<file path="src/rtl/spi_master_link_if.sv">
// spi_master_link_if: host handshake and SPI pins of the link master
interface spi_master_link_if #(
    parameter int DATA_WIDTH = 16
);
    logic [DATA_WIDTH-1:0] tx_data;
    logic                  tx_valid;
    logic                  tx_ready;
    logic [DATA_WIDTH-1:0] rx_data;
    logic                  rx_valid;
    logic                  busy;
    logic                  SCLK;
    logic                  MOSI;
    logic                  MISO;
    logic                  SS_n;
    modport master (
        input  tx_data, tx_valid, MISO,
        output tx_ready, rx_data, rx_valid, busy, SCLK, MOSI, SS_n
    );
    modport slave (
        output tx_data, tx_valid, MISO,
        input  tx_ready, rx_data, rx_valid, busy, SCLK, MOSI, SS_n
    );
endinterface

</file>
<file path="src/rtl/spi_master_link.sv">
// spi_master_link: SPI mode-0 full-duplex master, one word per SS_n frame
module spi_master_link #(
    parameter int DATA_WIDTH = 16,
    parameter int CLK_DIV    = 4
) (
    input logic                clk,
    input logic                rst,
    spi_master_link_if.master  bus
);
    localparam int CW = CLK_DIV > 1 ? $clog2(CLK_DIV) : 1;
    localparam int BW = $clog2(DATA_WIDTH);
    typedef enum logic [2:0] {IDLE, SETUP, SHIFT, HOLD, GAP} state_t;
    state_t                state_q;
    logic [CW-1:0]         div_q;
    logic [BW-1:0]         bit_q;
    logic [DATA_WIDTH-1:0] tx_sh_q;
    logic [DATA_WIDTH-1:0] rx_sh_q;
    logic [DATA_WIDTH-1:0] rx_data_q;
    logic                  tx_ready_q;
    logic                  busy_q;
    logic                  rx_valid_q;
    logic                  sclk_q;
    logic                  mosi_q;
    logic                  ss_n_q;
    logic                  tick;
    assign tick         = div_q == CW'(CLK_DIV - 1);
    assign bus.tx_ready = tx_ready_q;
    assign bus.busy     = busy_q;
    assign bus.rx_data  = rx_data_q;
    assign bus.rx_valid = rx_valid_q;
    assign bus.SCLK     = sclk_q;
    assign bus.MOSI     = mosi_q;
    assign bus.SS_n     = ss_n_q;
    // Frame sequencer: every non-idle phase lasts whole half-periods of CLK_DIV cycles
    always_ff @(posedge clk) begin
        if (rst) begin
            state_q    <= IDLE;
            div_q      <= '0;
            bit_q      <= '0;
            tx_sh_q    <= '0;
            rx_sh_q    <= '0;
            rx_data_q  <= '0;
            tx_ready_q <= 1'b1;
            busy_q     <= 1'b0;
            rx_valid_q <= 1'b0;
            sclk_q     <= 1'b0;
            mosi_q     <= 1'b0;
            ss_n_q     <= 1'b1;
        end else begin
            rx_valid_q <= 1'b0;
            if (state_q != IDLE) div_q <= tick ? '0 : div_q + 1'b1;
            case (state_q)
                IDLE: if (bus.tx_valid) begin
                    tx_sh_q    <= bus.tx_data;
                    mosi_q     <= bus.tx_data[DATA_WIDTH-1];
                    ss_n_q     <= 1'b0;
                    busy_q     <= 1'b1;
                    tx_ready_q <= 1'b0;
                    div_q      <= '0;
                    bit_q      <= '0;
                    state_q    <= SETUP;
                end
                SETUP: if (tick) begin
                    sclk_q  <= 1'b1;
                    rx_sh_q <= {rx_sh_q[DATA_WIDTH-2:0], bus.MISO};
                    state_q <= SHIFT;
                end
                SHIFT: if (tick) begin
                    sclk_q <= !sclk_q;
                    if (!sclk_q) begin
                        rx_sh_q <= {rx_sh_q[DATA_WIDTH-2:0], bus.MISO};
                    end else if (bit_q == BW'(DATA_WIDTH - 1)) begin
                        state_q <= HOLD;
                    end else begin
                        bit_q   <= bit_q + 1'b1;
                        tx_sh_q <= tx_sh_q << 1;
                        mosi_q  <= tx_sh_q[DATA_WIDTH-2];
                    end
                end
                HOLD: if (tick) begin
                    ss_n_q     <= 1'b1;
                    rx_data_q  <= rx_sh_q;
                    rx_valid_q <= 1'b1;
                    mosi_q     <= 1'b0;
                    state_q    <= GAP;
                end
                GAP: if (tick) begin
                    tx_ready_q <= 1'b1;
                    busy_q     <= 1'b0;
                    state_q    <= IDLE;
                end
                default: state_q <= IDLE;
            endcase
        end
    end
endmodule

</file>
<file path="src/flat_wrapper.sv">
// flat-port wrapper written by rule: the top's interface ports become plain ports
module spi_master_link_flat 
#(
    parameter int DATA_WIDTH = 16,
    parameter int CLK_DIV    = 4
)
  (clk, rst, bus_tx_data, bus_tx_valid, bus_MISO, bus_tx_ready, bus_rx_data, bus_rx_valid, bus_busy, bus_SCLK, bus_MOSI, bus_SS_n);
  spi_master_link_if #(.DATA_WIDTH(DATA_WIDTH)) bus_i ();
  input logic clk;
  input logic rst;
  input wire logic [$bits(bus_i.tx_data)-1:0] bus_tx_data;
  input wire logic [$bits(bus_i.tx_valid)-1:0] bus_tx_valid;
  input wire logic [$bits(bus_i.MISO)-1:0] bus_MISO;
  output wire logic [$bits(bus_i.tx_ready)-1:0] bus_tx_ready;
  output wire logic [$bits(bus_i.rx_data)-1:0] bus_rx_data;
  output wire logic [$bits(bus_i.rx_valid)-1:0] bus_rx_valid;
  output wire logic [$bits(bus_i.busy)-1:0] bus_busy;
  output wire logic [$bits(bus_i.SCLK)-1:0] bus_SCLK;
  output wire logic [$bits(bus_i.MOSI)-1:0] bus_MOSI;
  output wire logic [$bits(bus_i.SS_n)-1:0] bus_SS_n;
  assign bus_i.tx_data = bus_tx_data;
  assign bus_i.tx_valid = bus_tx_valid;
  assign bus_i.MISO = bus_MISO;
  assign bus_tx_ready = bus_i.tx_ready;
  assign bus_rx_data = bus_i.rx_data;
  assign bus_rx_valid = bus_i.rx_valid;
  assign bus_busy = bus_i.busy;
  assign bus_SCLK = bus_i.SCLK;
  assign bus_MOSI = bus_i.MOSI;
  assign bus_SS_n = bus_i.SS_n;
  spi_master_link #(.DATA_WIDTH(DATA_WIDTH), .CLK_DIV(CLK_DIV)) u_core (.clk(clk), .rst(rst), .bus(bus_i));
endmodule
</file>
<file path="config.mk">
export PLATFORM = sky130hd
export DESIGN_NAME = spi_master_link_flat
export DESIGN_NICKNAME = d
export VERILOG_FILES = /design/src/rtl/spi_master_link_if.sv /design/src/rtl/spi_master_link.sv /design/src/flat_wrapper.sv
export SDC_FILE = /design/constraint.sdc
export NUM_CORES = 1
export LEC_CHECK = 0
export BUFFER_PORTS_ARGS = -buffer_cell sky130_fd_sc_hd__clkbuf_2
export CAP_MARGIN = 15
export CORE_MARGIN = 2
export CORE_UTILIZATION = 45
export DETAILED_ROUTE_END_ITERATION = 16
export PLACE_DENSITY_LB_ADDON = 0.1
export SYNTH_ARGS = -nofsm -noshare
export SYNTH_HDL_FRONTEND = slang
export SYNTH_SLANG_ARGS = --single-unit
</file>
<file path="constraint.sdc">
create_clock -name clk -period 2 [get_ports clk]
set_clock_uncertainty 0.1 [all_clocks]
set_input_delay 0.4 -clock clk [delete_from_list [all_inputs] [get_ports clk]]
set_output_delay 0.4 -clock clk [all_outputs]
set_load 0.02 [all_outputs]
</file>
[Yosys cells after proc, flatten, opt, wreduce, memory -nomap -nowiden]
Cells that the tools add are included.
Operators by class
  equal/unequal tests: 15
  bitwise operators: 1
  $add $sub $neg: 2
  muxes and demuxes: 41
  reduce and logical (&&, ||, !) cells: 17
Operators by type and width (count)
  $mux 15: 4
  $mux 16: 3
  $pmux 16 s2: 1
  $pmux 15 s2: 1
  $mux 3: 7
  $mux 4: 4
  $pmux 3 s5: 1
  $ne 2x1->1 const B: 6
  $mux 1: 10
  $reduce_and 3->1: 3
  $mux 2: 4
  $pmux 1 s2: 4
  $pmux 4 s2: 1
  $reduce_bool 2->1: 4
  $reduce_and 7->1: 1
  $eq 3x2->1 const B: 2
  $ne 2x2->1 const B: 3
  $reduce_and 6->1: 1
  $reduce_bool 3->1: 2
  $reduce_and 5->1: 1
  $add 4x1->4 const B: 1
  $eq 4x4->1 const B: 1
  $reduce_and 4->1: 1
  $eq 3x1->1 const B: 1
  other kinds (9): 9
Word-level totals
  input port bits: 20
  flip-flop bits (word level): 62

[Longest topological paths before layout]
  word-level depth: 5
  depth in mapped cells: 7
  depth with buffers taken out: 5

[Worst setup path after synthesis]
OpenSTA, ideal clock, no wires.
  path kind: reg2reg
  start point: register u_core.div_q[0]
  end point: register u_core.rx_sh_q[5]
  stages on the path, launching flop included: 8
  arrival time: 1.407 ns
  buffers on the path: 2
  period minus slack after synthesis: 1.634 ns
  setup time: 0.128 ns
  path slack: 0.366 ns
  required time: 1.772 ns
  path through: dfxtp_1 ha_1 buf_2 and2b_1 o21ai_4 buf_6 mux2i_1 nor2_1
Between the ends
  cells in the longest elaborated chain, start to end: 3
RTL lines
  from (decl): RTL line spi_master_link.sv:14  | logic [CW-1:0] div_q;
  from (signal assigned): RTL line spi_master_link.sv:51  | if (state_q != IDLE) div_q <= tick ? '0 : div_q + 1'b1;
  $eq 2x2->1 (*): RTL line spi_master_link.sv:26  | assign tick = div_q == CW'(CLK_DIV - 1);
  via u_core.tick: RTL line spi_master_link.sv:25  | logic tick;
  $ne 2x1->1 (no source line)
  $reduce_and 4->1 (no source line) (*)
  to (signal assigned): RTL line spi_master_link.sv:65  | rx_sh_q <= {rx_sh_q[DATA_WIDTH-2:0], bus.MISO};
  to (signal assigned): RTL line spi_master_link.sv:71  | rx_sh_q <= {rx_sh_q[DATA_WIDTH-2:0], bus.MISO};
  to (decl): RTL line spi_master_link.sv:17  | logic [DATA_WIDTH-1:0] rx_sh_q;
The timed path passes the listed nets; every way through them passes the cells marked *.
A chain may end at the register's enable or synchronous reset.

[Worst setup path after layout]
  start point: register u_core.div_q[0]
  end point: register u_core.tx_sh_q[3]
Between the ends
  cells in the longest elaborated chain, start to end: 3
RTL lines
  $eq 2x2->1: RTL line spi_master_link.sv:26
  via u_core.tick: RTL line spi_master_link.sv:25
  $ne 2x1->1 (no source line)
  $reduce_and 5->1 (no source line)
  to (signal assigned): RTL line spi_master_link.sv:54  | tx_sh_q <= bus.tx_data;
  to (signal assigned): RTL line spi_master_link.sv:76  | tx_sh_q <= tx_sh_q << 1;
  to (decl): RTL line spi_master_link.sv:16  | logic [DATA_WIDTH-1:0] tx_sh_q;
The timed path passes the listed nets, and every way through them passes these cells.

==> summary.txt <==
Global routing
  • Largest net degree at the start of global routing: 24
  • Initial antenna violation count: 0
  • GRT Total Usage: between 10% and 20%
  • Vias in the first global route: roughly 2000
  • First-pass GRT wire length: about 9000 µm
  • Global route overflow: 0

Detailed routing
  • DRC: 0
  • Initial DRC count: 87
  • Routed len/inst: 12.94 µm
  • Via Count: 2140
  • Vias/cell: 5.232
  • Routed Antenna Nets: 0
  • DR pass1 iterations: 4
  • Final wirelength: 5294 µm

CTS
  • CTS tree: yes
  • Worst-Skew Late Latency: approximately 340 ps
  • Worst-path clk slew: about 70 ps
  • CTS max path bufs: 2
  • Clock sink total: 62
  • CTS H-tree lvls: 3
  • CTS root buffer: clkbuf_8
  • Resize count post-CTS: 0
  • Num CTS Buffers: 9

Die
  • Initial core utilization: 47.00%
  • Die height: 80.07 µm
  • I/O pins: 42
  • Core area: 5540 µm²
  • Die Width: around 80 µm
  • Site Rows: 27
  • Total Die Area: 6410 µm²

STA
  • Tightest Pin Transition: 497.4 ps
  • Post-layout min period: 1845 ps
  • Max Slew Vio Count: 0
  • Fmax: roughly 540 MHz
  • RSZ-0062 raised after global routing: no
  • Final period util: 92.25%
  • Final setup TNS: 0 ps
  • Setup ws final: 155.1 ps
  • Relative slew slack: 66.72%
  • Final setup viols: 0
  • Final Hold Fails: 0

Critical path
  • Crit path max fanout: 16
  • Worst r2r src: u_core.div_q[0]
  • Flop-to-flop setup slack: 160 ps
  • Crit path arrival time: 1990 ps
  • Reg2reg end: u_core.tx_sh_q[3]
  • CP Capture Type: register
  • CP Class: reg -> reg
  • CP Launch Type: register
  • Cells on worst reg2reg path: 6
  • Critical Path RT: 2150 ps

Yosys
  • Synth warnings: 0
  • Synth area leader: dfxtp_1
  • Syn avg cell area: 9.201 µm²
  • Post-Syn Area: between 2000 and 3000 µm²
  • Top cell type's share of synthesized area: 47.67%
  • Synth top cells by count: dfxtp_1 (62), a21oi_1 (41), nand2_1 (40)
  • Main synth FF type: dfxtp_1
  • Ys async rst share: 0%
  • Post-synthesis net count: 305
  • Area contributors post-synth: dfxtp_1 (48%), mux2i_1 (12%), a21oi_1 (7.9%)
  • Most frequent cell after synthesis: dfxtp_1
  • Yosys reg bits: 62
  • Number of synthesized flops with an enable pin: 0
  • Seq/Total Area, Yosys: 47.67%
  • Post-synth cell types: 43
  • Synth Instances: 283

Placed design
  • Placed inst area: 2889 µm²
  • Hpwl dp: 3513 µm
  • Input/output buffers: 41
  • Worst slack at placement: around 170 ps
  • Gpl congestion: between 0.7 and 0.8

Hold path
  • Worst Hold Class: in -> reg
  • Hold Crit Start: bus_tx_data[0]
  • Hold Crit Depth: 3
  • Hold EP: u_core.tx_sh_q[0]

Cells and area
  • Nets: 354
  • Share of layout cells above drive strength 1: 24.63%
  • Antenna cells: 0
  • P&R area growth vs syn: 18.50%
  • Fin area: 3085 µm²

Job
  • Max Cap Viol: 0

Power
  • Maximum VDD drop: 0.0005415 V
  • Switch Pwr: a little over 0.6 mW
  • Internal power: approximately 1.8 mW
  • Clock group share of total power: 38.9%
  • Sw frac: roughly 26%
  • Sequential share of power: 53.7%
  • Comb power frac: 7.3%
  • LEAKAGE: 1.315 nW
  • Cell area power density: between 700 and 800 nW/µm²

Outcome
  • Status: finished, final reports clean
## critical path: stages, from the launching register on
cell and delay [ps]:
dfxtp_1 320, ha_1 330, and3_1 290, a21oi_2 250, nor2_2 40, buf_4 190
a211oi_1 220
## cell type report
cell class                      instances  area, µm²
Inverter                                1      3.754
Tap cell                               72      90.09
Clock buffer                           10      127.6
Timing Repair Buffer                   58      332.8
Multi-Input combinational cell        200       1251
Fill cell                             542       2455
Clock inverter                          6      38.79
Sequential cell                        62       1241
## metal layers
metal	wire length, µm	share of wire [%]	GRT usage (%)	vias up
li1	-	-	-	1102
met5	0	0	0	-
met3	249	4.7	6.629	6
met4	41	0.77	6.610	0
met2	2361	45	26.17	40
met1	2642	50	23.79	992
## placed cells by master (no fill, tap or decap), types with 2 or more instances in the layout
master	count
dfxtp_1	62
a21oi_1	41
clkbuf_2	41
nand2_1	40
mux2i_1	30
nor2_1	20
buf_4	17
a211oi_1	15
clkbuf_8	9
nand3_1	6
nor2b_1	5
nor3_1	5
nor2_2	3
nand2b_1	3
clkinv_2	3
and3_1	2
o21ai_0	2
a31oi_1	2
or4_1	2
ha_1	2
clkinvlp_4	2
## per-stage QoR
| stage | util (%) | hold WS [ps] | power, mW | instances |
|---|---|---|---|---|
| finish | 55.69 | 199.5 | 2.407 | 409 |
| CTS | 55.15 | 186.5 | 2.440 | 405 |
| floorplan | - | 331.6 | 1.437 | 283 |
| global placement | 52.15 | 343.5 | 1.496 | 389 |
| global route | 55.69 | 195.5 | 2.515 | 409 |
| detailed placement | 52.15 | 349.2 | 1.498 | 389 |
## power by group through the flow
| stage | Clock [mW] | Sequential [mW] | Combinational (mW) |
|---|---|---|---|
| 2_1_floorplan | 0 | 1.32 | 0.116 |
| 3_3_place_gp | 0 | 1.32 | 0.174 |
| 3_5_place_dp | 0 | 1.32 | 0.177 |
| 4_1_cts | 0.969 | 1.29 | 0.177 |
| 5_1_grt | 1.02 | 1.30 | 0.196 |
| 6_report | 0.937 | 1.29 | 0.176 |
## flip-flops by register name (all words and copies together), names as in the netlist
signal and flops:
u_core.bus.busy 1, u_core.state_q 3, u_core.bus.MOSI 1, u_core.bus.rx_valid 1, u_core.bus.rx_data 16, u_core.bus.SCLK 1, u_core.bit_q 4, u_core.tx_sh_q 15
u_core.bus.tx_ready 1, u_core.bus.SS_n 1, u_core.rx_sh_q 16, u_core.div_q 2
## cell families (layout without fill, tap and decap cells)
family	after synthesis	count (layout)	synth area share, %
AO/OA/AOI/OAI	72	72	17.25
buffers and inverters	21	75	4.277
XOR/XNOR	1	1	0.3364
multiplexers	31	31	11.97
flip-flops	62	62	47.67
adder cells (fa/ha/maj)	2	2	0.9609
AND/OR/NAND/NOR	94	94	17.54
## worst max-delay path by stage
stage / startpoint / endpoint / slack (ps) / cells past startpoint
floorplan: u_core.div_q[0] / u_core.rx_sh_q[5] / 370 / 7
global placement: u_core.div_q[0] / u_core.tx_sh_q[6] / 170 / 6
detailed placement: u_core.state_q[1] / u_core.rx_sh_q[9] / 170 / 4
CTS: u_core.state_q[1] / u_core.rx_sh_q[14] / 140 / 4
global route: u_core.div_q[0] / u_core.tx_sh_q[12] / 20 / 6
finish: u_core.div_q[0] / u_core.tx_sh_q[3] / 160 / 6
## what timing repair did
item / 4_1_cts / 5_1_grt
endpoints found under the setup margin: 0 / 1
setup buffers: 0 / 4
hold buffers: 0 / 0
hold endpoints to repair: 0 / 0
No activity file was read; power rests on OpenSTA's default activity.
